[src/rtl/bsh_pkg.sv]
// rtl/bsh_pkg.sv - shared state enum, direction codes and default sizes for the de-rotator
package bsh_pkg;

  localparam int BSH_WIDTH = 32;
  localparam int BSH_SHW   = 5;

  // Direction encoding shared with the forward barrel rotator
  localparam logic DIR_LEFT  = 1'b0;
  localparam logic DIR_RIGHT = 1'b1;

  typedef enum logic [1:0] {
    IDLE = 2'd0,
    RUN  = 2'd1,
    DONE = 2'd2
  } bsh_state_t;

endpackage

[src/rtl/bsh_rot_step.sv]
// rtl/bsh_rot_step.sv - combinational rotate of a word by 0..STEP bits left or right
module bsh_rot_step
  import bsh_pkg::*;
#(
  parameter int WIDTH = BSH_WIDTH,
  parameter int SHW   = BSH_SHW,
  parameter int STEP  = 1
) (
  input  logic [WIDTH-1:0] data,
  input  logic             dir,
  input  logic [SHW-1:0]   amt,
  output logic [WIDTH-1:0] result
);

  // Small mux over the STEP+1 possible amounts; amt=0 passes the word through
  always_comb begin
    result = data;
    for (int i = 1; i <= STEP; i++) begin
      if (amt == SHW'(i)) begin
        if (dir == DIR_RIGHT) begin
          result = (data >> i) | (data << (WIDTH - i));
        end else begin
          result = (data << i) | (data >> (WIDTH - i));
        end
      end
    end
  end

endmodule

[src/rtl/bsh_derot_seq.sv]
// rtl/bsh_derot_seq.sv - multi-cycle inverse rotator; BSH_DEROT_CNT_EN adds the op_cnt handshake counter
module bsh_derot_seq
  import bsh_pkg::*;
#(
  parameter int WIDTH = BSH_WIDTH,
  parameter int SHW   = BSH_SHW,
  parameter int STEP  = 1
) (
  input  logic             clk,
  input  logic             rst,
  input  logic             in_valid,
  output logic             in_ready,
  input  logic [WIDTH-1:0] data_in,
  input  logic             dir,
  input  logic [SHW-1:0]   sh,
  output logic             out_valid,
  input  logic             out_ready,
  output logic [WIDTH-1:0] data_out
`ifdef BSH_DEROT_CNT_EN
  ,
  output logic [15:0]      op_cnt
`endif
);

  localparam logic [SHW-1:0] STEP_AMT = SHW'(STEP);

  bsh_state_t       state;
  bsh_state_t       next_state;
  logic [WIDTH-1:0] work;
  logic             dir_q;
  logic [SHW-1:0]   rem;
  logic [SHW-1:0]   k;
  logic [SHW-1:0]   rem_next;
  logic [WIDTH-1:0] rot_out;

  // Never rotate past the remaining amount, so rem cannot underflow
  assign k        = (rem < STEP_AMT) ? rem : STEP_AMT;
  assign rem_next = rem - k;

  // Undo the forward rotation by turning the opposite way (left<->right)
  bsh_rot_step #(
    .WIDTH (WIDTH),
    .SHW   (SHW),
    .STEP  (STEP)
  ) u_rot_step (
    .data   (work),
    .dir    (~dir_q),
    .amt    (k),
    .result (rot_out)
  );

  // State register
  always_ff @(posedge clk or posedge rst) begin
    if (rst) begin
      state <= IDLE;
    end else begin
      state <= next_state;
    end
  end

  // Next-state and handshake outputs; only IDLE accepts, only DONE presents
  always_comb begin
    next_state = state;
    in_ready   = 1'b0;
    out_valid  = 1'b0;
    case (state)
      IDLE: begin
        in_ready = 1'b1;
        if (in_valid) begin
          next_state = (sh == '0) ? DONE : RUN;
        end
      end
      RUN: begin
        if (rem_next == '0) begin
          next_state = DONE;
        end
      end
      DONE: begin
        out_valid = 1'b1;
        if (out_ready) begin
          next_state = IDLE;
        end
      end
      default: next_state = IDLE;
    endcase
  end

  // Working register, remaining count, and result capture on entry to DONE
  always_ff @(posedge clk or posedge rst) begin
    if (rst) begin
      work     <= '0;
      dir_q    <= 1'b0;
      rem      <= '0;
      data_out <= '0;
    end else begin
      case (state)
        IDLE: begin
          if (in_valid) begin
            work  <= data_in;
            dir_q <= dir;
            rem   <= sh;
            if (sh == '0) begin
              data_out <= data_in;
            end
          end
        end
        RUN: begin
          work <= rot_out;
          rem  <= rem_next;
          if (rem_next == '0) begin
            data_out <= rot_out;
          end
        end
        default: ;
      endcase
    end
  end

`ifdef BSH_DEROT_CNT_EN
  // Saturating count of completed output handshakes
  always_ff @(posedge clk or posedge rst) begin
    if (rst) begin
      op_cnt <= '0;
    end else if (out_valid && out_ready && (op_cnt != 16'hFFFF)) begin
      op_cnt <= op_cnt + 16'd1;
    end
  end
`endif

endmodule

[config.mk]
export PLATFORM = sky130hd
export DESIGN_NAME = bsh_derot_seq
export DESIGN_NICKNAME = d
export VERILOG_FILES = /design/src/rtl/bsh_pkg.sv /design/src/rtl/bsh_rot_step.sv /design/src/rtl/bsh_derot_seq.sv
export SDC_FILE = /design/constraint.sdc
export NUM_CORES = 1
export LEC_CHECK = 0
export BUFFER_PORTS_ARGS = -buffer_cell sky130_fd_sc_hd__buf_2
export CORE_ASPECT_RATIO = 1.5
export CORE_MARGIN = 3
export CORE_UTILIZATION = 50
export DETAILED_ROUTE_END_ITERATION = 16
export MAX_ROUTING_LAYER = met4
export PLACE_DENSITY_LB_ADDON = 0.12
export SLEW_MARGIN = 15
export SYNTH_ARGS = -nofsm -noshare
export SYNTH_HDL_FRONTEND = slang
export SYNTH_SLANG_ARGS = --single-unit
[constraint.sdc]
create_clock -name clk -period 3.35 [get_ports clk]
set_clock_uncertainty 0.1 [all_clocks]
set_input_delay 0.67 -clock clk [delete_from_list [all_inputs] [get_ports clk]]
set_output_delay 0.67 -clock clk [all_outputs]
set_load 0.05 [all_outputs]
==> impl_metrics.tcl <==
set metrics [dict create \
    top_layer "met4" \
    power_mw 6.06 \
    dr.pass1.iters 4 \
    final_hold_viol_count 0 \
    grt_pass1_vias 3408 \
    final_common_cell "buf_2" \
    routedWlPerCell_um 16.7 \
    fill_cells 763 \
    cp_max_fo 19 \
    synth.area.top_cells "dfrtp_1, a221oi_1, mux2i_1" \
    crit_path_cell_trace "or4_4 -> nand2_1 -> ha_1 -> nor4b_1 -> o2111a_1 -> a21oi_4 -> buf_4 -> mux2_4" \
    first_iter_violations 208 \
    grt_pass1_wl_mm 16.7 \
    met2WireLength_mm 5.15 \
    dp_hpwl_mm 6.41 \
    drv_cap 0 \
    routed_wirelength_mm 9.99 \
    relSlewSlack 0.386 \
    syn_nets 479 \
    layout.cells.non_filler 600 \
    wl_met1_mm 4.20 \
    setup_tns_ns 0 \
    wl_met3_um 486 \
    ys_async_sr_fraction 1.00 \
    drv_slew 0 \
    max_freq_mhz 340 \
    cts_sinks 72 \
    core_area_mm2 0.00811 \
    postCtsSetupBuffers 0 \
    yosys_warnings 0 \
    die_height_um 118 \
    yosysUniqueCellTypes 36 \
    ys_ff_latch 72 \
    clockBufferDepth 2 \
    gr-total-overflow 0 \
    port_buffers 75 \
    ir_worst_vdd_mv 0.587 \
    slowest_stage "or4_4" \
    utilization 0.600 \
    drive_gt1_frac 0.273 \
    worst_ep_arrival_time_ns 3.06 \
    cts_resized 0 \
    cts_tree "yes" \
    synth_edf_count 0 \
    status "finished, final reports clean" \
    clk_pin_slew_worst_paths_ns 0.05 \
    grt_max_degree 73 \
    synth_top_area_share 0.428 \
    nets 534 \
    rsz0062_at_grt "false" \
    final_antenna_net_count 0 \
    place_inst 585 \
    fin_crit_sh 0.878 \
    min_period_ns 2.94 \
    diodes 0 \
    clock_latency_ns 0.33 \
    ys_seq_area_frac 0.428 \
    cts-root-buf "clkbuf_16" \
    hp-class "in -> reg" \
    grt_usage 0.226 \
    critPathKind "reg -> reg" \
    rows 40 \
    syn_area_per_cell_um2 9.65 \
    start_util 0.519 \
    viasPerCell 5.73 \
    fp.dieW_um 80.9 \
    p_leak_nw 2.27 \
    drc_errors 0 \
    yosysTopAreaCell "dfrtp_1" \
    antenna_found_initial 0 \
    cts_buffers 9 \
    ys.flop_type "dfrtp_1" \
    worstMarginPinSlew_ns 0.921 \
    p_per_area_mw_per_mm2 1240 \
    io_pins 76 \
    mostFrequentLayoutCells "buf_2, dfrtp_1, nand2_1, nor2b_1, a221oi_1" \
    routabilityCongestion 0.757 \
    syn2layout_area_growth_pct 15.7 \
    synthesis.instances 436 \
    ctsHtreeMaxLevel 3 \
    setup_viol 0 \
    cts_hold_buf 0 \
    vias 3438 \
    die_area_mm2 0.00957 \
    crit_path_start_kind "flop" \
    slowest_delay_ns 0.59 \
    setup.worst_path.end_class "flop" \
    critPathRequiredTime_ns 3.47 \
    syn-cell-area_mm2 0.00421 \
]
-- area by class of cell --
cell class | count | area (um^2) | area share
Tap cell | 105 | 131 | 0.0270
Multi-Input combinational cell | 295 | 2090 | 0.430
Inverter | 27 | 101 | 0.0208
Timing Repair Buffer | 86 | 470 | 0.0966
Clock buffer | 15 | 268 | 0.0550
Sequential cell | 72 | 1800 | 0.370
-- Yosys cell counts (12+ instances only) --
| cell type | count |
|---|---|
| dfrtp_1 | 72 |
| nand2_1 | 59 |
| a221oi_1 | 33 |
| nor2b_1 | 33 |
| inv_1 | 27 |
| nor3_1 | 26 |
| o31a_1 | 24 |
| clkbuf_1 | 23 |
| mux2i_1 | 23 |
| o21ai_0 | 22 |
| mux2_2 | 14 |
| o31ai_1 | 12 |
-- sequential cells by signal, indices dropped and copies added (netlist names) --
register,cells
data_out,32
work,32
rem,5
state,2
dir_q,1
-- critical path: cells and delay by family (launching register included) --
family	cells	cell delay, ns
simple gates	3	0.99
flops	1	0.51
compound gates	2	0.39
mux	1	0.33
buf+inv	1	0.25
fa+ha+maj	1	0.23
-- power by group --
group	total (mW)	switching (mW)	leakage, nW	internal [mW]
sequential	1.79	0.465	0.880	1.33
clock	0.877	0.339	0.130	0.539
combinational	3.39	2.12	1.26	1.27
total	6.06	2.92	2.27	3.14
-- stage by stage --
stage	instance area [um^2]	hold slack (ns)	setup WS (ns)
after floorplan	4210	0.360	0.514
after global placement	4600	0.388	0.594
after detailed placement	4600	0.396	0.440
after CTS	4870	0.396	0.420
after global routing	4870	0.404	0.296
final	4870	0.401	0.408
-- cells by family (layout without fill, tap and decap cells) --
| kind of cell | after synthesis | count (layout) | synth area share |
|---|---|---|---|
| buffers and inverters | 69 | 128 | 0.0773 |
| muxes | 44 | 44 | 0.117 |
| adders and majority gates | 1 | 1 | 0.00297 |
| DFF | 72 | 72 | 0.428 |
| AOI/OAI and AO/OA | 107 | 107 | 0.193 |
| and+or+nand+nor | 143 | 143 | 0.181 |
-- final timing paths --
check | end | slack [ns] | cells after the start | startpoint
worst max-delay path | data_out[16] | 0.41 | 8 | rem[1]
worst min-delay path | state[1] | 0.40 | 2 | out_ready
worst max register to register | data_out[16] | 0.41 | 8 | rem[1]
worst min register to register | data_out[21] | 0.40 | 1 | data_out[21]
max in group asynchronous | dir_q | 1.99 | 3 | rst
min in group asynchronous | data_out[22] | 0.52 | 3 | rst
-- metal layers --
layer | up-vias | global-route usage
li1 | 1673 | -
met1 | 1661 | 0.278
met2 | 90 | 0.370
met3 | 14 | 0.0465
met4 | 0 | 0.0666
met5 | - | -
Note: power is estimated with default switching activity, not from simulation.
